<file path="src/rtl/sfx_pkg.sv">
// Shared constants, clip table and FSM state type for the sound-effect sequencer.
package sfx_pkg;

    localparam int unsigned ROM_W     = 19;
    localparam int unsigned NUM_CLIPS = 4;

    localparam int unsigned CLIP_BASE [NUM_CLIPS] = '{0, 16, 32, 48};

    localparam logic [ROM_W-1:0] END_MARK  = 19'h00000;
    localparam logic [ROM_W-1:0] REST_MARK = 19'h7FFFF;

    typedef enum logic [2:0] {
        IDLE  = 3'd0,
        FETCH = 3'd1,
        LOAD  = 3'd2,
        PLAY  = 3'd3,
        DONE  = 3'd4
    } state_e;

    // Requesters beyond the table fall back to address 0.
    function automatic int unsigned clip_base(input int unsigned idx);
        return (idx < NUM_CLIPS) ? CLIP_BASE[idx[1:0]] : 0;
    endfunction

endpackage

</file>
<file path="src/rtl/sfx_sequencer_if.sv">
// Request/ROM/codec signal bundle between the sequencer and its surroundings.
interface sfx_sequencer_if #(
    parameter int unsigned NUM_REQ = 4,
    parameter int unsigned ADDR_W  = 10
);
    import sfx_pkg::*;

    logic [NUM_REQ-1:0] req;
    logic [NUM_REQ-1:0] grant;
    logic               busy;
    logic               done;
    logic [ADDR_W-1:0]  rom_addr;
    logic [ROM_W-1:0]   rom_q;
    logic               audio_out_allowed;
    logic signed [31:0] sample;
    logic               write_audio_out;

    modport master (
        output req, rom_q, audio_out_allowed,
        input  grant, busy, done, rom_addr, sample, write_audio_out
    );

    modport slave (
        input  req, rom_q, audio_out_allowed,
        output grant, busy, done, rom_addr, sample, write_audio_out
    );

endinterface

</file>
<file path="src/rtl/sfx_tone_gen.sv">
// Square-wave tone generator: half-period counter, snd toggle and registered sample.
module sfx_tone_gen
    import sfx_pkg::*;
#(
    parameter int unsigned AMPL = 100000000
) (
    input  logic               clk,
    input  logic               rst,
    input  logic               load_i,
    input  logic               run_i,
    input  logic               clr_i,
    input  logic               busy_i,
    input  logic [ROM_W-1:0]   delay_i,
    output logic signed [31:0] sample_o
);

    localparam logic signed [31:0] AMP_P = $signed(32'(AMPL));
    localparam logic signed [31:0] AMP_N = -AMP_P;

    logic [ROM_W-1:0]   delay_q, delay_d;
    logic [ROM_W-1:0]   cnt_q, cnt_d;
    logic               snd_q, snd_d;
    logic signed [31:0] sample_q, sample_d;

    // Sample follows the post-edge snd so it lines up with the note timing.
    always_comb begin
        delay_d  = delay_q;
        cnt_d    = cnt_q;
        snd_d    = snd_q;
        sample_d = 32'sd0;
        if (load_i) begin
            delay_d = delay_i;
            cnt_d   = '0;
        end else if (clr_i) begin
            cnt_d = '0;
        end else if (run_i) begin
            if (cnt_q == delay_q) begin
                cnt_d = '0;
                snd_d = ~snd_q;
            end else begin
                cnt_d = cnt_q + ROM_W'(1);
            end
        end
        if (busy_i && (delay_d != REST_MARK)) begin
            sample_d = snd_d ? AMP_P : AMP_N;
        end
    end

    always_ff @(posedge clk or posedge rst) begin
        if (rst) begin
            delay_q  <= '0;
            cnt_q    <= '0;
            snd_q    <= 1'b0;
            sample_q <= 32'sd0;
        end else begin
            delay_q  <= delay_d;
            cnt_q    <= cnt_d;
            snd_q    <= snd_d;
            sample_q <= sample_d;
        end
    end

    assign sample_o = sample_q;

endmodule

</file>
<file path="src/rtl/sfx_sequencer.sv">
// Sound-effect sequencer: priority arbiter, clip FSM and beat counter driving a tone generator.
// Define SFX_PREEMPT_EN to let a higher-priority request abort the clip being played.
module sfx_sequencer
    import sfx_pkg::*;
#(
    parameter int unsigned NUM_REQ     = 4,
    parameter int unsigned ADDR_W      = 10,
    parameter int unsigned BEAT_CYCLES = 2500000,
    parameter int unsigned AMPL        = 100000000
) (
    input logic            CLOCK_50,
    input logic            reset,
    sfx_sequencer_if.slave sfx_if
);

    localparam int unsigned IDX_W  = (NUM_REQ > 1) ? $clog2(NUM_REQ) : 1;
    localparam int unsigned BEAT_W = (BEAT_CYCLES > 1) ? $clog2(BEAT_CYCLES) : 1;
    localparam logic [ADDR_W-1:0] ADDR_MAX  = {ADDR_W{1'b1}};
    localparam logic [BEAT_W-1:0] BEAT_LAST = BEAT_W'(BEAT_CYCLES - 1);

    state_e             state_q, state_d;
    logic [BEAT_W-1:0]  beat_q, beat_d;
    logic [ADDR_W-1:0]  addr_q, addr_d;
    logic [NUM_REQ-1:0] grant_q, grant_d;
    logic               busy_q, busy_d;
    logic               done_q, done_d;
    logic               wr_q;
    logic               win_valid_c;
    logic [IDX_W-1:0]   win_idx_c;
    logic               start_c, preempt_c, beat_end_c, load_c, run_c;
    logic signed [31:0] sample_w;

    // Fixed priority: the lowest set request index wins.
    always_comb begin
        win_valid_c = 1'b0;
        win_idx_c   = '0;
        for (int i = int'(NUM_REQ) - 1; i >= 0; i--) begin
            if (sfx_if.req[i]) begin
                win_valid_c = 1'b1;
                win_idx_c   = IDX_W'(i);
            end
        end
    end

`ifdef SFX_PREEMPT_EN
    logic [IDX_W-1:0] act_q;

    always_ff @(posedge CLOCK_50 or posedge reset) begin
        if (reset) begin
            act_q <= '0;
        end else if (start_c || preempt_c) begin
            act_q <= win_idx_c;
        end
    end

    assign preempt_c = (state_q == PLAY) && win_valid_c && (win_idx_c < act_q);
`else
    assign preempt_c = 1'b0;
`endif

    assign start_c    = (state_q == IDLE) && win_valid_c;
    assign beat_end_c = (state_q == PLAY) && (beat_q == BEAT_LAST);
    assign load_c     = (state_q == LOAD) && (sfx_if.rom_q != END_MARK);
    assign run_c      = (state_q == PLAY);

    always_ff @(posedge CLOCK_50 or posedge reset) begin
        if (reset) begin
            state_q <= IDLE;
        end else begin
            state_q <= state_d;
        end
    end

    always_comb begin
        state_d = state_q;
        unique case (state_q)
            IDLE:    if (win_valid_c) state_d = FETCH;
            FETCH:   state_d = LOAD;
            LOAD:    state_d = (sfx_if.rom_q == END_MARK) ? DONE : PLAY;
            PLAY: begin
                if (preempt_c) begin
                    state_d = FETCH;
                end else if (beat_end_c) begin
                    state_d = (addr_q == ADDR_MAX) ? DONE : FETCH;
                end
            end
            DONE:    state_d = IDLE;
            default: state_d = IDLE;
        endcase
    end

    // Registered outputs are computed from the next state so they align with it.
    always_comb begin
        grant_d = '0;
        addr_d  = addr_q;
        beat_d  = beat_q;
        if (start_c || preempt_c) begin
            grant_d = NUM_REQ'(1) << win_idx_c;
            addr_d  = ADDR_W'(clip_base(32'(win_idx_c)));
            beat_d  = '0;
        end else if (state_q == LOAD) begin
            beat_d = '0;
        end else if (state_q == PLAY) begin
            if (beat_end_c) begin
                beat_d = '0;
                if (addr_q != ADDR_MAX) addr_d = addr_q + ADDR_W'(1);
            end else begin
                beat_d = beat_q + BEAT_W'(1);
            end
        end
        busy_d = (state_d == FETCH) || (state_d == LOAD) || (state_d == PLAY);
        done_d = (state_d == DONE);
    end

    always_ff @(posedge CLOCK_50 or posedge reset) begin
        if (reset) begin
            grant_q <= '0;
            addr_q  <= '0;
            beat_q  <= '0;
            busy_q  <= 1'b0;
            done_q  <= 1'b0;
            wr_q    <= 1'b0;
        end else begin
            grant_q <= grant_d;
            addr_q  <= addr_d;
            beat_q  <= beat_d;
            busy_q  <= busy_d;
            done_q  <= done_d;
            wr_q    <= sfx_if.audio_out_allowed;
        end
    end

    sfx_tone_gen #(
        .AMPL(AMPL)
    ) u_tone (
        .clk     (CLOCK_50),
        .rst     (reset),
        .load_i  (load_c),
        .run_i   (run_c),
        .clr_i   (preempt_c),
        .busy_i  (busy_d),
        .delay_i (sfx_if.rom_q),
        .sample_o(sample_w)
    );

    assign sfx_if.grant           = grant_q;
    assign sfx_if.busy            = busy_q;
    assign sfx_if.done            = done_q;
    assign sfx_if.rom_addr        = addr_q;
    assign sfx_if.sample          = sample_w;
    assign sfx_if.write_audio_out = wr_q;

endmodule
</file>
<file path="src/flat_wrapper.sv">
// flat-port wrapper written by rule: the top's interface ports become plain ports
module sfx_sequencer_flat import sfx_pkg::*;
#(
    parameter int unsigned NUM_REQ     = 4,
    parameter int unsigned ADDR_W      = 10,
    parameter int unsigned BEAT_CYCLES = 2500000,
    parameter int unsigned AMPL        = 100000000
)
  (CLOCK_50, reset, sfx_if_req, sfx_if_rom_q, sfx_if_audio_out_allowed, sfx_if_grant, sfx_if_busy, sfx_if_done, sfx_if_rom_addr, sfx_if_sample, sfx_if_write_audio_out);
  sfx_sequencer_if #(.NUM_REQ(NUM_REQ), .ADDR_W(ADDR_W)) sfx_if_i ();
  input logic CLOCK_50;
  input logic reset;
  input wire logic [$bits(sfx_if_i.req)-1:0] sfx_if_req;
  input wire logic [$bits(sfx_if_i.rom_q)-1:0] sfx_if_rom_q;
  input wire logic [$bits(sfx_if_i.audio_out_allowed)-1:0] sfx_if_audio_out_allowed;
  output wire logic [$bits(sfx_if_i.grant)-1:0] sfx_if_grant;
  output wire logic [$bits(sfx_if_i.busy)-1:0] sfx_if_busy;
  output wire logic [$bits(sfx_if_i.done)-1:0] sfx_if_done;
  output wire logic [$bits(sfx_if_i.rom_addr)-1:0] sfx_if_rom_addr;
  output wire logic [$bits(sfx_if_i.sample)-1:0] sfx_if_sample;
  output wire logic [$bits(sfx_if_i.write_audio_out)-1:0] sfx_if_write_audio_out;
  assign sfx_if_i.req = sfx_if_req;
  assign sfx_if_i.rom_q = sfx_if_rom_q;
  assign sfx_if_i.audio_out_allowed = sfx_if_audio_out_allowed;
  assign sfx_if_grant = sfx_if_i.grant;
  assign sfx_if_busy = sfx_if_i.busy;
  assign sfx_if_done = sfx_if_i.done;
  assign sfx_if_rom_addr = sfx_if_i.rom_addr;
  assign sfx_if_sample = sfx_if_i.sample;
  assign sfx_if_write_audio_out = sfx_if_i.write_audio_out;
  sfx_sequencer #(.NUM_REQ(NUM_REQ), .ADDR_W(ADDR_W), .BEAT_CYCLES(BEAT_CYCLES), .AMPL(AMPL)) u_core (.CLOCK_50(CLOCK_50), .reset(reset), .sfx_if(sfx_if_i));
endmodule
</file>
<file path="config.mk">
export PLATFORM = sky130hd
export DESIGN_NAME = sfx_sequencer_flat
export DESIGN_NICKNAME = d
export VERILOG_FILES = /design/src/rtl/sfx_pkg.sv /design/src/rtl/sfx_sequencer_if.sv /design/src/rtl/sfx_tone_gen.sv /design/src/rtl/sfx_sequencer.sv /design/src/flat_wrapper.sv
export SDC_FILE = /design/constraint.sdc
export NUM_CORES = 1
export LEC_CHECK = 0
export ABC_AREA = 1
export BUFFER_PORTS_ARGS = -buffer_cell sky130_fd_sc_hd__buf_2
export CORE_MARGIN = 2
export CORE_UTILIZATION = 46
export DETAILED_ROUTE_END_ITERATION = 12
export GPL_ROUTABILITY_DRIVEN = 1
export GPL_TIMING_DRIVEN = 0
export PLACE_DENSITY = 0.79
export SETUP_SLACK_MARGIN = 0.4
export SKIP_CTS_REPAIR_TIMING = 1
export SLEW_MARGIN = 40
export SYNTH_ARGS = -nofsm -noshare
export SYNTH_HDL_FRONTEND = slang
export SYNTH_SLANG_ARGS = --single-unit
</file>
<file path="constraint.sdc">
create_clock -name CLOCK_50 -period 2.7 [get_ports CLOCK_50]
set_input_delay 0.405 -clock CLOCK_50 [delete_from_list [all_inputs] [get_ports CLOCK_50]]
set_output_delay 0.405 -clock CLOCK_50 [all_outputs]
set_load 0.05 [all_outputs]
</file>
## Word level (Yosys, flattened, before mapping)

Cells that the tools add are included.

| storage, ports and cells | value |
|---|---|
| bits in registers | 113 |
| bits of input ports | 26 |
| logic and storage cells | 81 |

| operators by class | value |
|---|---|
| add/subtract/negate cells | 3 |
| $lt $le $gt $ge | 1 |
| equality and inequality tests | 13 |
| shifts and indexed selects | 1 |
| mux-type cells | 35 |
| bitwise logic cells | 2 |
| reduce and logical (&&, ||, !) cells | 15 |

Operator list:

| operator | count |
|---|---|
| 22-bit two-way mux | 4 |
| 19-bit two-way mux | 4 |
| 10-bit two-way mux | 7 |
| 32-bit binary-select mux with 2-bit select | 1 |
| 32-bit two-way mux | 2 |
| 22-bit by 1-bit adder with 22-bit output (second input constant) | 1 |
| 22-bit equality test (second input constant) | 1 |
| 19-bit by 1-bit adder with 19-bit output (second input constant) | 1 |
| 19-bit equality test | 1 |
| 19-bit logical NOT | 1 |
| 19-bit inequality test (second input constant) | 1 |
| 19-bit nonzero test | 1 |
| 3-bit by 2-bit equality test with 1-bit output (second input constant) | 4 |
| 3-bit two-way mux | 4 |
| 3-bit one-hot mux with 4 select lines | 1 |
| 10-bit by 1-bit adder with 10-bit output (second input constant) | 1 |
| 10-bit equality test (second input constant) | 1 |
| 10-bit inequality test (second input constant) | 1 |
| 2-bit two-way mux | 4 |
| 2-bit nonzero test | 4 |
| 1-bit two-way mux | 7 |
| 3-bit by 1-bit equality test with 1-bit output (second input constant) | 2 |
| 1-bit logical AND | 4 |
| 4-bit two-way mux | 1 |
| 10 further kinds | 11 |

## Logic depth before layout (Yosys ltp)

Gate-level depths: netlist of the first run.

| depth | value |
|---|---|
| word-level depth | 11 |
| depth in mapped cells | 15 |
| depth with buffers taken out | 13 |

## Modules after synthesis

Synthesis of the first run repeated with hierarchy kept, for this count alone.

| unflattened totals | value |
|---|---|
| cell total of the unflattened synthesis | 747 |
| area total of the unflattened synthesis | 5417.7 µm² |

By module, submodules not included:

| module | times used | cells each | area each (µm²) | seq. area each (µm²) |
|---|---|---|---|---|
| sfx_tone_gen | 1 | 377 | 2772.7 | 1051.0 |
| sfx_sequencer | 1 | 370 | 2645.0 | 1051.0 |

## Worst setup path before layout of the first run

No wires, ideal clock.

| timing path | value |
|---|---|
| path kind | register to register |
| start point | register u_core.addr_q[0], in the netlist u_core.sfx_if.rom_addr[0] |
| end point | register u_core.addr_q[0], in the netlist u_core.sfx_if.rom_addr[0] |
| setup time | 0.127 ns |
| arrival time | 1.919 ns |
| data required time | 2.573 ns |
| slack | 0.654 ns |
| stages on the path, launching flop included | 12 |
| clock period less this slack | 2.046 ns |
| cells stage by stage | dfrtp_1 ha_1 nand2_1 inv_1 nand2_1 nor4_1 inv_1 a21oi_1 a21oi_2 buf_4 nand3_1 o21ai_0 |

| between the ends | value |
|---|---|
| word-level cells in the longest chain between the ends | 6 |
| elaborated cells between the ends (all ways) | 9 |
| those cells by class | 1 x add/sub; 1 x eq/ne; 5 x mux; 2 x reduce/logical |

RTL lines:

| element | line | RTL |
|---|---|---|
| start: declaration | sfx_sequencer.sv:23 | `logic [ADDR_W-1:0] addr_q, addr_d;` |
| start signal: assignment | sfx_sequencer.sv:125 | `addr_q <= addr_d;` |
| 10-bit by 1-bit adder with 10-bit output | sfx_sequencer.sv:106 | `if (addr_q != ADDR_MAX) addr_d = addr_q + ADDR_W'(1);` |
| 10-bit two-way mux | sfx_sequencer.sv:106 |  |
| 10-bit two-way mux | sfx_sequencer.sv:104 | `if (beat_end_c) begin` |
| 10-bit two-way mux | sfx_sequencer.sv:103 | `end else if (state_q == PLAY) begin` |
| 10-bit two-way mux | sfx_sequencer.sv:101 | `end else if (state_q == LOAD) begin` |
| 10-bit two-way mux | sfx_sequencer.sv:97 | `if (start_c \|\| preempt_c) begin` |

Parallel ways exist; a longest one is shown, timed or not. The select of a mux whose other input is x is not followed.
A chain may end at the register's enable or synchronous reset.

## Worst setup path in the final report of the first run

| timing path | value |
|---|---|
| start point | register u_core.u_tone.cnt_q[0] |
| end point | register u_core.u_tone.cnt_q[16] |

| between the ends | value |
|---|---|
| word-level cells in the longest chain between the ends | 4 |
| elaborated cells between the ends (all ways) | 5 |
| those cells by class | 1 x add/sub; 1 x eq/ne; 3 x mux |

RTL lines:

| element | line | RTL |
|---|---|---|
| start: declaration | sfx_tone_gen.sv:21 | `logic [ROM_W-1:0] cnt_q, cnt_d;` |
| start signal: assignment | sfx_tone_gen.sv:57 | `cnt_q <= cnt_d;` |
| 19-bit by 1-bit adder with 19-bit output / 19-bit equality test (equally long branches) | sfx_tone_gen.sv:41, sfx_tone_gen.sv:37 |  |
| 19-bit two-way mux (*) | sfx_tone_gen.sv:37 | `if (cnt_q == delay_q) begin` |
| 19-bit two-way mux (*) | sfx_tone_gen.sv:36 | `end else if (run_i) begin` |
| 19-bit two-way mux (*) | sfx_tone_gen.sv:31 | `if (load_i) begin` |

Every way passes the cells marked *; elsewhere a longest branch is shown, timed or not. The select of a mux whose other input is x is not followed.

==> flow_metrics.tcl, run 1 <==
set metrics [dict create \
    status "finished clean" \
    hpwl_um 8650 \
    syn_area_um2 4860 \
    finalCriticalPeriod_ns 2.08 \
    final_antenna_net_count 0 \
    hold_path_class "input pin to asynchronous set/reset pin" \
    slew_violations 0 \
    synth_top_family_by_area "simple AND/OR/NAND/NOR gates" \
    synth_flop_cell "dfrtp_1" \
    drt_iter0_drc 246 \
    dp_slack_ns 0.506 \
    placed_area_um2 5460 \
    cap_violations 0 \
    antenna_found_initial 1 \
    worstSetupPathType "register to register" \
    vias_per_cell 4.88 \
    die_width_um 107 \
    insertion_delay_ns 0.36 \
    syn2layout_area_growth_pct 17.2 \
    muxShareOfSynthArea_pct 0 \
    h-tree-depth 3 \
    clockBufferDepth 2 \
    postLayoutCoreUtil_pct 55.4 \
    fin_area_um2 5690 \
    rsz0062_at_grt "no" \
    synth_edf_count 0 \
    dieArea_um2 11400 \
    synth_xor_area_share_pct 5.23 \
    crit_start "u_core.u_tone.cnt_q[0]" \
    die_y_um 107 \
    async_flop_share_pct 100 \
    yosys.area.top_type "dfrtp_1" \
    setup_violations 0 \
    cp.arrival_ns 2.32 \
    power.total_mw 4.41 \
    path_max_fanout 8 \
    io_pins 75 \
    fmax_mhz 480 \
    synth.distinct_cells 38 \
    tightest_slew_ns 0.521 \
    p_per_area_nw_per_um2 775 \
    dr.pass1.iters 5 \
    initial_utilization_pct 47.3 \
    yosysWarnings 0 \
    num_rows 37 \
    seq_area_frac_synth_pct 43.3 \
    grt_overflow 0 \
    drc_errors 0 \
    vias 4244 \
    io_buffers 66 \
    cts_sinks 84 \
    synthSimpleGateAreaFrac_pct 29.3 \
    postSynthCellCount 642 \
    worstReg2RegStart "u_core.u_tone.cnt_q[0]" \
    slew_headroom_pct 65.2 \
    path_clk_slew_ns 0.09 \
    synth_compound_gate_area_share_pct 7.60 \
    syn_avg_cell_area_um2 7.57 \
    synth_seq_cells 84 \
    routabilityCongestion 0.923 \
    wl_um 11200 \
    synth.most_common_cell "nand2_1" \
    wire_per_inst_um 12.8 \
    synth_common_cells "nand2_1, inv_1, dfrtp_1" \
    first_global_vias 4221 \
    fin_crit_sh_pct 77.1 \
    finClkSkew_ns 0.00934 \
    cts_buffers 9 \
    synth-adder-area-share_pct 0.773 \
    grt_max_degree 25 \
    hold_violations 0 \
    crit_required_ns 2.94 \
    finalSetupTns_ns 0 \
    p_leak_nw 2.95 \
    antenna_cells 0 \
    rr_worst_depth 8 \
    end_kind "register" \
    fp.coreArea_um2 10300 \
    grt_first_pass_wirelength_um 19200 \
    cts_tree "yes" \
    ctsRootBufferMaster "clkbuf_8" \
    vdd_drop_max_uv 448 \
    synth_top_cell_area_share_pct 43.3 \
    timing.final.ws_setup_ns 0.618 \
    track_usage_pct 20.8 \
    synthTopCellsByArea "dfrtp_1, nand2_1, inv_1, nor2_1, buf_4" \
    startpoint_type "register" \
    final_nets 758 \
    drive_gt1_share_pct 20.6 \
]
==> metal layers <==
metal  track usage [%]  up-vias  share of wire [%]
li1                  -     2161                  -
met1              26.2     1978                 45
met2              36.9       94                 50
met3              4.07        9                4.3
met4              4.92        2               0.79
met5                 0        -              0.063
==> logic make-up (layout without fill, tap and decap cells) <==
logic type      count (synthesis)  in the layout
flops                          84             84
simple gates                  316            316
buf+inv                       142            227
fa+ha+maj                       3              3
other cells                     1              8
compound gates                 67             67
xor+xnor                       29             29
==> per-stage QoR <==
stage,instances,hold slack (ns)
floorplan,649,0.436
global placement,851,0.506
detailed placement,854,0.474
CTS,870,0.0813
global route,870,0.0972
finish,870,0.0792
==> final cells by class <==
type	count	area (um2)
clock buffers	9	124
flip-flops and latches	84	2100
repair buffers	69	405
well taps	136	170
inverters	103	390
plain buffers	39	284
clock inverters	7	104
multi-input cells	423	2110
fillers	968	4590
==> worst paths after layout <==
path / to / slack, ns
setup / recovery: u_core.u_tone.cnt_q[16] / 0.62
hold / removal: u_core.u_tone.cnt_q[9] / 0.08
max in group asynchronous: u_core.sfx_if.rom_addr[9] / 1.96
hold reg to reg: u_core.u_tone.delay_q[9] / 0.53
setup reg to reg: u_core.u_tone.cnt_q[16] / 0.62
min in group CLOCK_50: u_core.sfx_if.write_audio_out / 0.15
==> report_power, final <==
group	switching, mW	internal [mW]	total, mW
registers	0.317	1.57	1.88
logic	0.944	0.558	1.50
clock network	0.491	0.534	1.03
total	1.75	2.66	4.41
==> cell usage in the layout (no fill, tap or decap), drive strengths merged <==
master    instances
o22ai             3
o21a              2
a32o              1
buf             107
o32ai             2
nor3             18
bufinv            2
nand4             7
a31oi             3
a21oi            22
nand3            42
or2               6
o21bai            1
inv             105
ha                3
dfrtp            84
xor2             19
o31ai             1
nand2           138
nor4              6
conb              8
o21ai            32
nor3b             2
clkinv            2
clkbuf           10
nand3b            8
clkinvlp          1
xnor2            10
nor2             88
and3              1
==> registers in the layout, summed over array words and instances (netlist names) <==
signal / cells
u_core.beat_q: 22
u_core.sfx_if.busy: 1
u_core.sfx_if.done: 1
u_core.sfx_if.grant: 4
u_core.sfx_if.rom_addr: 10
u_core.sfx_if.write_audio_out: 1
u_core.state_q: 3
u_core.u_tone.cnt_q: 19
u_core.u_tone.delay_q: 19
u_core.u_tone.sample_o: 3
u_core.u_tone.snd_q: 1
==> worst max-delay path, stage by stage, from the launching register on <==
cell and delay [ns]:
dfrtp_1 0.44, or2_2 0.31, a21oi_1 0.13, nand4_1 0.08, nand3b_1 0.30, nand2_1 0.29, inv_1 0.21, o21ai_0 0.11
o21ai_0 0.09
No activity file was read; power rests on OpenSTA's default activity.
==> inputs of run 2 (changes only) <==
ABC_AREA = 0   (was 1)
PLACE_DENSITY = 0.8   (was 0.79)
clock period = 1.73 ns   (was 2.7 ns; I/O delays follow)
==> flow_metrics.tcl, run 2 <==
set metrics [dict create \
    final_nets 655 \
    grt_first_pass_wirelength_um 17800 \
    finalCriticalPeriod_ns 2.05 \
    muxShareOfSynthArea_pct 4.63 \
    cts_tree "yes" \
    startpoint_type "register" \
    largest_reg_flops 22 \
    fp.coreArea_um2 9680 \
    first_global_vias 3671 \
    synth_xor_area_share_pct 9.06 \
    violations "negative setup slack" \
    yosysWarnings 0 \
    setup_violations 73 \
    die_width_um 103 \
    wl_um 13500 \
    dr.pass1.iters 5 \
    drc_errors 0 \
    timing.final.ws_setup_ns -0.317 \
    top_regs "u_core.beat_q x22, u_core.u_tone.cnt_q x19, u_core.u_tone.delay_q x19" \
    track_usage_pct 21.4 \
    vias_per_cell 5.55 \
    min_from "sfx_if_audio_out_allowed" \
    h-tree-depth 3 \
    hold_path_class "input pin to register" \
    largest_register "u_core.beat_q" \
    hold_violations 0 \
    syn_area_um2 4540 \
    syn2layout_area_growth_pct 44.6 \
    synth_edf_count 0 \
    p_leak_nw 2.87 \
    io_pins 75 \
    insertion_delay_ns 0.36 \
    antenna_cells 0 \
    synth.most_common_cell "dfrtp_1" \
    seq_area_frac_synth_pct 46.3 \
    synth.distinct_cells 51 \
    finClkSkew_ns 0.00979 \
    final_antenna_net_count 0 \
    syn_avg_cell_area_um2 9.56 \
    path_clk_slew_ns 0.08 \
    cts_buffers 9 \
    slew_violations 0 \
    synthSimpleGateAreaFrac_pct 23.3 \
    hold_ws_ns 0.0111 \
    p_per_area_nw_per_um2 566 \
    grt_busiest_layer "met2" \
    final_cell_mix "buf_4, dfrtp_1, buf_2" \
    vdd_drop_max_uv 429 \
    rsz0062_at_grt "yes" \
    postSynthCellCount 475 \
    initial_utilization_pct 46.9 \
    io_buffers 66 \
    crit_start "u_core.state_q[2]" \
    die_y_um 103 \
    wire_per_inst_um 17.7 \
    synth_compound_gate_area_share_pct 8.29 \
    fmax_mhz 488 \
    crit_required_ns 1.99 \
    drive_gt1_share_pct 49.4 \
    synth_top_family_by_area "simple AND/OR/NAND/NOR gates" \
    cp.arrival_ns 2.31 \
    fin_area_um2 6570 \
    placed_area_um2 5360 \
    status "finished with violations" \
    dieArea_um2 10700 \
    cap_violations 0 \
    synth_seq_cells 84 \
    use_met3_pct 4.03 \
    fin_crit_sh_pct 118 \
    vias 4238 \
    final_common_cell "buf_4" \
    cts_sinks 84 \
    path_max_fanout 7 \
    yosys.area.top_type "dfrtp_1" \
    routabilityCongestion 0.873 \
    synth_flop_cell "dfrtp_1" \
    grt_overflow 0 \
    clockBufferDepth 2 \
    async_flop_share_pct 100 \
    synth_common_cells "dfrtp_1, nand2_1, nor2_1" \
    ctsRootBufferMaster "clkbuf_8" \
    synth-adder-area-share_pct 0.826 \
    antenna_found_initial 0 \
    met1_usage_pct 27.1 \
    grt_max_degree 24 \
    worstSetupPathType "register to register" \
    num_rows 36 \
    synth_top_cell_area_share_pct 46.3 \
    slew_headroom_pct 35.4 \
    drt_iter0_drc 193 \
    tightest_slew_ns 0.966 \
    gr-usage-met2_pct 36.6 \
    synthTopCellsByArea "dfrtp_1, xnor2_1, buf_4, mux2_2, nand2_1" \
    hpwl_um 8120 \
    end_kind "register" \
    worstReg2RegStart "u_core.state_q[2]" \
]
-- run 2: final timing paths --
kind	endpoint	slack, ns	cells past startpoint
setup / recovery	u_core.beat_q[0]	-0.32	8
hold / removal	u_core.sfx_if.write_audio_out	0.01	1
setup reg to reg	u_core.beat_q[0]	-0.32	8
hold reg to reg	u_core.u_tone.snd_q	0.51	1
max in group asynchronous	u_core.sfx_if.rom_addr[1]	0.24	4
min in group asynchronous	u_core.u_tone.cnt_q[14]	0.04	4
-- run 2: worst max-delay path, stage by stage (launching register included) --
cell and delay, ns:
dfrtp_1 0.38, buf_6 0.13, nand3b_1 0.25, or3_4 0.40, o21bai_4 0.29, or2_4 0.18
buf_8 0.12, nor3_1 0.05, a21o_1 0.15
-- run 2: kinds of logic (layout without fill, tap and decap cells) --
kind of cell	after synthesis	after routing
other	1	8
buffers and inverters	56	203
adder cells (fa/ha/maj)	3	3
AND/OR/NAND/NOR	206	207
XOR/XNOR	47	47
flip-flops	84	84
AO/OA/AOI/OAI	59	60
multiplexers	19	19
-- run 2: area by class of cell --
cell class	instances	area, um2
fill	670	3120
clock inverter	3	42.5
timing repair buffer	131	981
buffer	44	363
sequential	84	2120
inverter	12	48.8
tap	133	166
multi-input combinational	344	2660
clock buffer	13	179
-- run 2: through the flow --
stage | utilization (%) | worst slack [ns] | cells | power, mW | TNS (ns)
after floorplan | - | -0.140 | 482 | 2.11 | -1.92
after global placement | 54.3 | -0.451 | 681 | 2.17 | -23.12
after detailed placement | 55.3 | -0.483 | 685 | 2.20 | -21.34
after CTS | 57.6 | -0.367 | 701 | 3.72 | -16.38
after global routing | 67.8 | -0.385 | 764 | 3.85 | -17.69
final | 67.8 | -0.317 | 764 | 3.72 | -13.27
-- run 2: power breakdown --
part	internal, mW	total [mW]	switching [mW]
registers	1.96	1.97	0.00395
logic	0.0689	0.202	0.133
clock network	0.823	1.55	0.723
-- run 2: per-layer routing --
metal / vias up / share of wire (%)
li1: 1941 / -
met1: 2101 / 39
met2: 161 / 54
met3: 35 / 4.8
met4: 0 / 2.7
met5: - / 0
==> inputs of run 3 (changes only) <==
CORE_MARGIN = 5   (was 2)
==> flow_metrics.tcl, run 3 (same netlist as run 2, synthesis figures left out) <==
set metrics [dict create \
    cts_sinks 84 \
    fp.coreArea_um2 9680 \
    cts_tree "yes" \
    die_width_um 109 \
    initial_utilization_pct 46.9 \
    grt_overflow 0 \
    wire_per_inst_um 20.0 \
    hpwl_um 8290 \
    postLayoutCoreUtil_pct 71.9 \
    io_pins 75 \
    hold_violations 0 \
    syn2layout_area_growth_pct 53.2 \
    vias_per_cell 5.87 \
    insertion_delay_ns 0.36 \
    finalCriticalPeriod_ns 2.15 \
    path_clk_slew_ns 0.08 \
    slew_headroom_pct 60.4 \
    worstSetupPathType "register to register" \
    hold_path_class "input pin to register" \
    largest_reg_flops 22 \
    routabilityCongestion 0.882 \
    antenna_found_initial 0 \
    cp.arrival_ns 2.39 \
    tightest_slew_ns 0.589 \
    placed_area_um2 5340 \
    setup_violations 73 \
    rsz0062_at_grt "yes" \
    finClkSkew_ns 0.0136 \
    dp_slack_ns -0.451 \
    wl_met1_um 5730 \
    fin_crit_sh_pct 124 \
    vias 4460 \
    antenna_cells 0 \
    vdd_drop_max_uv 409 \
    violations "negative setup slack" \
    drt_iter0_drc 274 \
    path_max_fanout 7 \
    num_rows 36 \
    p_leak_nw 2.97 \
    dr_wl_met3_um 859 \
    io_buffers 66 \
    startpoint_type "register" \
    num-fill-cells 615 \
    die_y_um 109 \
    drc_errors 0 \
    ctsRootBufferMaster "clkbuf_8" \
    end_kind "register" \
    drive_gt1_share_pct 53.4 \
    final_antenna_net_count 0 \
    clockBufferDepth 2 \
    highest_layer "met4" \
    largest_register "u_core.beat_q" \
    top_regs "u_core.beat_q x22, u_core.u_tone.cnt_q x19, u_core.u_tone.delay_q x19" \
    seqCellArea_um2 2130 \
    fmax_mhz 466 \
    final_cell_mix "dfrtp_1, buf_6, buf_4" \
    slew_violations 0 \
    multiInputGateArea_um2 2760 \
    dr.pass1.iters 6 \
    grt_max_degree 24 \
    grt_first_pass_wirelength_um 17900 \
    first_global_vias 3702 \
    p_per_area_nw_per_um2 494 \
    fin_area_um2 6960 \
    route.met2.wl_um 8100 \
    cts_buffers 9 \
    status "finished with violations" \
    track_usage_pct 18.7 \
    timing.final.ws_setup_ns -0.417 \
    power.total_mw 3.44 \
    final_common_cell "dfrtp_1" \
    wl_um 15200 \
    cap_violations 0 \
    finalSetupTns_ns -14.57 \
    dieArea_um2 12000 \
    final_nets 651 \
    crit_required_ns 1.98 \
    h-tree-depth 3 \
]
run 3: critical path, cell delays in order, from the launching register on:
cell	delay (ns)
dfrtp_1	0.48
or3_4	0.47
o21a_1	0.22
buf_6	0.15
buf_4	0.14
nor3_4	0.21
and3_4	0.23
xnor2_2	0.11
nor2_1	0.05
run 3: report_power, final:
group	internal (mW)	switching (mW)	total (mW)
Combinational	0.0659	0.132	0.198
Sequential	1.96	0.00394	1.97
Clock	0.553	0.720	1.27
run 3: routing by layer:
| layer | vias to the layer above | track usage, % |
|---|---|---|
| met2 | 204 | 32.1 |
| met1 | 2253 | 23.3 |
| li1 | 1948 | - |
| met3 | 55 | 3.99 |
| met5 | - | 0 |
| met4 | 0 | 6.41 |
run 3: final timing paths:
path / start / to / slack, ns / cells past startpoint
max: u_core.state_q[1] / u_core.beat_q[13] / -0.42 / 8
min reg2reg: u_core.u_tone.snd_q / u_core.u_tone.snd_q / 0.52 / 1
max reg2reg: u_core.state_q[1] / u_core.beat_q[13] / -0.42 / 8
min: sfx_if_req[0] / u_core.sfx_if.grant[1] / 0.13 / 2
min in group asynchronous: reset / u_core.u_tone.delay_q[13] / 0.51 / 3
max in group asynchronous: reset / u_core.u_tone.cnt_q[0] / 0.54 / 5
run 3: stage by stage:
stage | hold WS [ns] | std cells
2_1_floorplan | 0.291 | 482
3_3_place_gp | 0.368 | 681
3_5_place_dp | 0.329 | 684
4_1_cts | -0.0514 | 700
5_1_grt | 0.127 | 760
6_report | 0.126 | 760
run 3: final cells by class:
cell class / count / share of cell area (%)
clock buffer: 11 / 2.03
tap: 133 / 2.39
inverter: 12 / 0.701
multi-input combinational: 343 / 39.6
buffer: 44 / 6.34
sequential: 84 / 30.6
clock inverter: 5 / 0.395
timing repair buffer: 128 / 17.9
